===== src/rtl/mem_port_arbiter.sv =====
// Two-master arbiter for the unified memory port: m0 (MIPS core) and m1 (loader/DMA).
// Grants one access per cycle, supports locked m1 bursts and routes read data back by tag.
module mem_port_arbiter #(
  parameter int READ_LATENCY  = 1,
  parameter int PRIORITY_MODE = 0,
  parameter int STARVE_LIMIT  = 8,
  parameter int MAX_BURST     = 16
) (
  input  logic        clk,
  input  logic        rst,
  input  logic        m0_req,
  input  logic        m0_we,
  input  logic [31:0] m0_addr,
  input  logic [31:0] m0_wdata,
  output logic        m0_gnt,
  output logic        m0_rvalid,
  output logic [31:0] m0_rdata,
  input  logic        m1_req,
  input  logic        m1_we,
  input  logic [31:0] m1_addr,
  input  logic [31:0] m1_wdata,
  input  logic        m1_lock,
  output logic        m1_gnt,
  output logic        m1_rvalid,
  output logic [31:0] m1_rdata,
  output logic [1:0]  owner,
  output logic        mem_we,
  output logic [31:0] mem_data_addr,
  output logic [31:0] mem_write_data,
  input  logic [31:0] mem_read_data,
  output logic [1:0]  dbg_state
);
  localparam int WAIT_W  = $clog2(STARVE_LIMIT + 1);
  localparam int BURST_W = $clog2(MAX_BURST + 1);
  localparam logic [WAIT_W-1:0]  WAIT_MAX  = WAIT_W'(STARVE_LIMIT);
  localparam logic [BURST_W-1:0] BURST_MAX = BURST_W'(MAX_BURST);
  localparam logic [BURST_W-1:0] BURST_ONE = BURST_W'(1);

  typedef enum logic [1:0] {ST_IDLE = 2'd0, ST_LOCKED = 2'd1, ST_RELEASE = 2'd2} state_t;

  state_t             r_state;
  logic [WAIT_W-1:0]  r_wait;
  logic [BURST_W-1:0] r_burst;
  logic               r_last_m1;
  logic [1:0]         r_pipe [READ_LATENCY];
  logic [31:0]        r_rdata0;
  logic [31:0]        r_rdata1;

  logic               w_gnt0;
  logic               w_gnt1;
  logic [BURST_W-1:0] w_burst_inc;
  logic [1:0]         w_chain [READ_LATENCY];

  // Handshake: a master raises req and holds req/we/addr/wdata stable until it
  // sees gnt high in the same cycle; that cycle is the whole access. Read data
  // returns later as a one-cycle rvalid pulse with rdata, which then holds.
  always_comb begin
    w_gnt0 = 1'b0;
    w_gnt1 = 1'b0;
    if (rst) begin
      case (r_state)
        ST_LOCKED:  w_gnt1 = m1_req;
        ST_RELEASE: begin
          w_gnt0 = m0_req;
          w_gnt1 = m1_req && !m0_req;
        end
        default: begin
          if (m0_req && m1_req) begin
            if (PRIORITY_MODE == 0) begin
              w_gnt1 = (r_wait == WAIT_MAX);
              w_gnt0 = (r_wait != WAIT_MAX);
            end else begin
              w_gnt0 = r_last_m1;
              w_gnt1 = !r_last_m1;
            end
          end else begin
            w_gnt0 = m0_req;
            w_gnt1 = m1_req;
          end
        end
      endcase
    end
  end

  always_comb begin
    mem_we         = 1'b0;
    mem_data_addr  = '0;
    mem_write_data = '0;
    if (w_gnt0) begin
      mem_we         = m0_we;
      mem_data_addr  = m0_addr;
      mem_write_data = m0_wdata;
    end else if (w_gnt1) begin
      mem_we         = m1_we;
      mem_data_addr  = m1_addr;
      mem_write_data = m1_wdata;
    end
  end

  assign m0_gnt    = w_gnt0;
  assign m1_gnt    = w_gnt1;
  assign owner     = {w_gnt1, w_gnt0};
  assign dbg_state = r_state;

  assign w_burst_inc = (r_burst == BURST_MAX) ? r_burst : r_burst + BURST_ONE;

  always_ff @(posedge clk or negedge rst) begin
    if (!rst) begin
      r_state   <= ST_IDLE;
      r_burst   <= '0;
      r_wait    <= '0;
      r_last_m1 <= 1'b1;
    end else begin
      if (!m1_req || w_gnt1) r_wait <= '0;
      else if (r_wait != WAIT_MAX) r_wait <= r_wait + WAIT_W'(1);
      if (w_gnt0 || w_gnt1) r_last_m1 <= w_gnt1;
      case (r_state)
        ST_IDLE: begin
          if (w_gnt1 && m1_lock) begin
            r_burst <= BURST_ONE;
            r_state <= (BURST_MAX == BURST_ONE) ? ST_RELEASE : ST_LOCKED;
          end
        end
        ST_LOCKED: begin
          if (w_gnt1) r_burst <= w_burst_inc;
          if (!m1_lock) r_state <= ST_IDLE;
          else if (w_gnt1 && w_burst_inc == BURST_MAX) r_state <= ST_RELEASE;
        end
        ST_RELEASE: begin
          r_burst <= '0;
          r_state <= ST_IDLE;
        end
        default: r_state <= ST_IDLE;
      endcase
    end
  end

  // Tag chain: element i is what lands in r_pipe[i]; the last stage is the rvalid pair,
  // so mem_read_data is captured on the edge that completes READ_LATENCY.
  always_comb begin
    w_chain[0] = (w_gnt0 && !m0_we) ? 2'b01 :
                 (w_gnt1 && !m1_we) ? 2'b10 : 2'b00;
    for (int i = 1; i < READ_LATENCY; i++) w_chain[i] = r_pipe[i-1];
  end

  always_ff @(posedge clk or negedge rst) begin
    if (!rst) begin
      for (int i = 0; i < READ_LATENCY; i++) r_pipe[i] <= 2'b00;
      r_rdata0 <= '0;
      r_rdata1 <= '0;
    end else begin
      for (int i = 0; i < READ_LATENCY; i++) r_pipe[i] <= w_chain[i];
      if (w_chain[READ_LATENCY-1][0]) r_rdata0 <= mem_read_data;
      if (w_chain[READ_LATENCY-1][1]) r_rdata1 <= mem_read_data;
    end
  end

  assign m0_rvalid = r_pipe[READ_LATENCY-1][0];
  assign m1_rvalid = r_pipe[READ_LATENCY-1][1];
  assign m0_rdata  = r_rdata0;
  assign m1_rdata  = r_rdata1;
endmodule


===== config.mk =====
export PLATFORM = sky130hd
export DESIGN_NAME = mem_port_arbiter
export DESIGN_NICKNAME = d
export VERILOG_FILES = /design/src/rtl/mem_port_arbiter.sv
export SDC_FILE = /design/constraint.sdc
export NUM_CORES = 1
export LEC_CHECK = 0
export ABC_AREA = 1
export BUFFER_PORTS_ARGS = -buffer_cell sky130_fd_sc_hd__buf_2
export CAP_MARGIN = 5
export CORE_AREA = 8 8 111 113
export CTS_BUF_LIST = sky130_fd_sc_hd__clkbuf_8
export DETAILED_ROUTE_END_ITERATION = 7
export DIE_AREA = 0 0 119 121
export PLACE_DENSITY = 0.77
export SLEW_MARGIN = 15
export SYNTH_ARGS = -nofsm -noshare
export SYNTH_HDL_FRONTEND = slang
export SYNTH_SLANG_ARGS = --single-unit

===== constraint.sdc =====
create_clock -name clk -period 4.9 [get_ports clk]
set_input_delay 0.245 -clock clk [delete_from_list [all_inputs] [get_ports clk]]
set_output_delay 0.245 -clock clk [all_outputs]
set_load 0.05 [all_outputs]

==> results.json <==
{
  "holdCritPathClass": "primary input to flop",
  "io_buffers": 303,
  "multi_input_area_mm2": 0.00170,
  "gp_congestion": 0.935,
  "die_y_um": 121,
  "startpoint_type": "flop",
  "drt-vias-per-instance": 4.92,
  "insertion_delay_ns": 0.34,
  "hpwl_um": 13100,
  "ys_warn_count": 0,
  "grt_remaining_overflow": 0,
  "htree_levels": 3,
  "ir_drop_mv": 0.611,
  "drc": 0,
  "period_share": 0.715,
  "num-fill-cells": 969,
  "io-pin-count": 304,
  "dp.cells": 863,
  "seq_power_share": 0.251,
  "fin_setup_tns_ns": 0,
  "die_w_um": 119,
  "cts_root_buf": "clkbuf_8",
  "postCtsSetupBuffers": 0,
  "yosys_register_bits": 77,
  "nets": 909,
  "track_usage": 0.208,
  "cts_repair_resize_count": 0,
  "synth.avg_cell_area_um2": 9.21,
  "stdcell_count": 881,
  "clk_path_buf_depth": 2,
  "arrival_ns": 3.73,
  "pre_cts_ws_ns": 1.38,
  "p_per_area_mw_per_mm2": 747,
  "fmax_ghz": 0.286,
  "critPathMaxFanout": 65,
  "internal_power_mw": 1.84,
  "grt_pass1_vias": 4408,
  "tightest_slew_ns": 0.949,
  "hold_ws_ns": 0.0651,
  "fin_crit_ns": 3.50,
  "fin_ws_ns": 1.40,
  "die-area_mm2": 0.0144,
  "wirelength_um": 15800,
  "syn-num-nets": 620,
  "tritoncts.num_buffers": 9,
  "grt_max_degree": 78,
  "sw_frac_of_total": 0.574,
  "combPwrFrac": 0.625,
  "path_class": "flop to flop",
  "drt_iter0_markers": 273,
  "cts_tree": "yes",
  "p_clk_frac": 0.123,
  "core_mm2": 0.0106,
  "path_clk_slew_ns": 0.08,
  "power.switching_mw": 2.48,
  "initial_utilization": 0.387,
  "fp-row-count": 38,
  "regArea_mm2": 0.00193,
  "drt-wirelength-per-cell_um": 17.9,
  "synthCells": 445,
  "antenna_found_initial": 2,
  "end_kind": "flop",
  "vias": 4333,
  "outcome": "finished, final reports clean",
  "maxCapViolCount": 0,
  "syn_area_mm2": 0.00410,
  "rsz0062_at_grt": "false",
  "cp.required_ns": 5.13,
  "hold_buffers": 0,
  "drtAntennaViolNets": 0,
  "cts.sinks": 77,
  "max_slew_margin": 0.367,
  "slew_violations": 0,
  "drtPass1Iterations": 4,
  "ys_seq_area_frac": 0.470,
  "finClkSkew_ns": 0.0126,
  "grt_pass1_wl_um": 23900,
  "layout-drive-gt1-share": 0.483,
  "leakagePower_nw": 3.44,
  "yosysUniqueCellTypes": 25,
  "hold_violations": 0,
  "finalSetupViolCount": 0,
  "syn2layout_area_growth_pct": 41.3
}
area by class of cell:
| type | count | share of cell area |
|---|---|---|
| Antenna cell | 2 | 0.000864 |
| Clock buffer | 11 | 0.0261 |
| Timing Repair Buffer | 308 | 0.269 |
| Multi-Input combinational cell | 283 | 0.293 |
| Inverter | 55 | 0.0356 |
| Sequential cell | 77 | 0.332 |
| Clock inverter | 5 | 0.0130 |
| Tap cell | 140 | 0.0302 |
cell usage in the layout, fill, tap and decap left out, drive strengths merged, types with 2 or more instances in the layout:
cell / count
nand3: 16
dfrtp: 77
buf: 308
xor2: 2
nand2: 105
bufinv: 2
ha: 8
nor2: 11
inv: 57
clkbuf: 11
o21ai: 72
a22o: 64
diode: 2
cells by family (layout without fill, tap and decap cells):
group / after synthesis / in the layout / share of synthesized area
AOI/OAI and AO/OA: 137 / 137 / 0.247
and+or+nand+nor: 135 / 135 / 0.135
buffers and inverters: 85 / 379 / 0.117
DFF: 77 / 77 / 0.470
adders and majority gates: 8 / 8 / 0.0244
xor gates and xnor gates: 3 / 3 / 0.00641
other: 0 / 2 / 0
synthesized netlist by cell type (all sizes together):
cell | instances | area share
xor2 | 2 | 0.0043
xnor2 | 1 | 0.0021
a21oi | 1 | 0.0012
nor3 | 1 | 0.0012
inv | 55 | 0.050
or2 | 1 | 0.0015
ha | 8 | 0.024
o21ai | 72 | 0.11
dfrtp | 77 | 0.47
nor2 | 11 | 0.012
clkbuf | 5 | 0.0058
nand2 | 105 | 0.097
buf | 25 | 0.061
nand4 | 1 | 0.0015
nand3 | 16 | 0.022
a22o | 64 | 0.14
layer usage:
| layer | global-route usage | vias up | routed length [µm] |
|---|---|---|---|
| li1 | - | 2065 | - |
| met1 | 0.240 | 2029 | 6180 |
| met2 | 0.360 | 219 | 7900 |
| met3 | 0.0731 | 18 | 1490 |
| met4 | 0.0522 | 2 | 201 |
| met5 | 0 | - | 13 |
per-stage QoR:
stage,utilization,total power [mW],instance area (µm²)
after floorplan,-,3.18,4100
after global placement,0.525,3.77,5560
after detailed placement,0.525,3.82,5560
after CTS,0.546,4.37,5790
after global routing,0.546,4.56,5790
final,0.547,4.33,5800
worst max-delay path, cell delays in order, from the launching register on:
cell and delay, ns:
dfrtp_1 0.42, inv_1 0.09, ha_1 0.35, inv_2 0.06, nor2_1 0.09, nor2_1 0.05, nand2_2 0.09, nor2_2 0.06
inv_2 0.63, nand3_2 0.89, buf_4 0.49, nand2_1 0.09, o21ai_2 0.06
power groups by stage:
stage          logic, mW  registers, mW  clock network (mW)
2_1_floorplan       1.16           2.02                   0
4_1_cts             2.73           1.09               0.546
3_3_place_gp        2.68           1.08                   0
3_5_place_dp        2.73           1.09                   0
5_1_grt             2.86           1.12               0.571
6_report            2.71           1.09               0.534
flip-flops by register name, summed over array words and instances (netlist names):
| register | cells |
|---|---|
| m0_rdata | 32 |
| m1_rdata | 32 |
| r_burst | 5 |
| r_wait | 4 |
| dbg_state | 2 |
| r_pipe | 2 |
worst paths after layout:
path,from,endpoint,slack (ns),cells past startpoint
max in group asynchronous,rst,m0_rdata[24],4.11,2
max reg2reg,dbg_state[0],m1_rdata[18],1.40,12
min reg2reg,m1_rdata[4],m1_rdata[4],0.48,2
max,dbg_state[0],m1_rdata[18],1.40,12
min,m0_we,r_pipe[0],0.07,2
min in group asynchronous,rst,r_wait[3],0.15,2
Note: power is estimated with default switching activity, not from simulation.
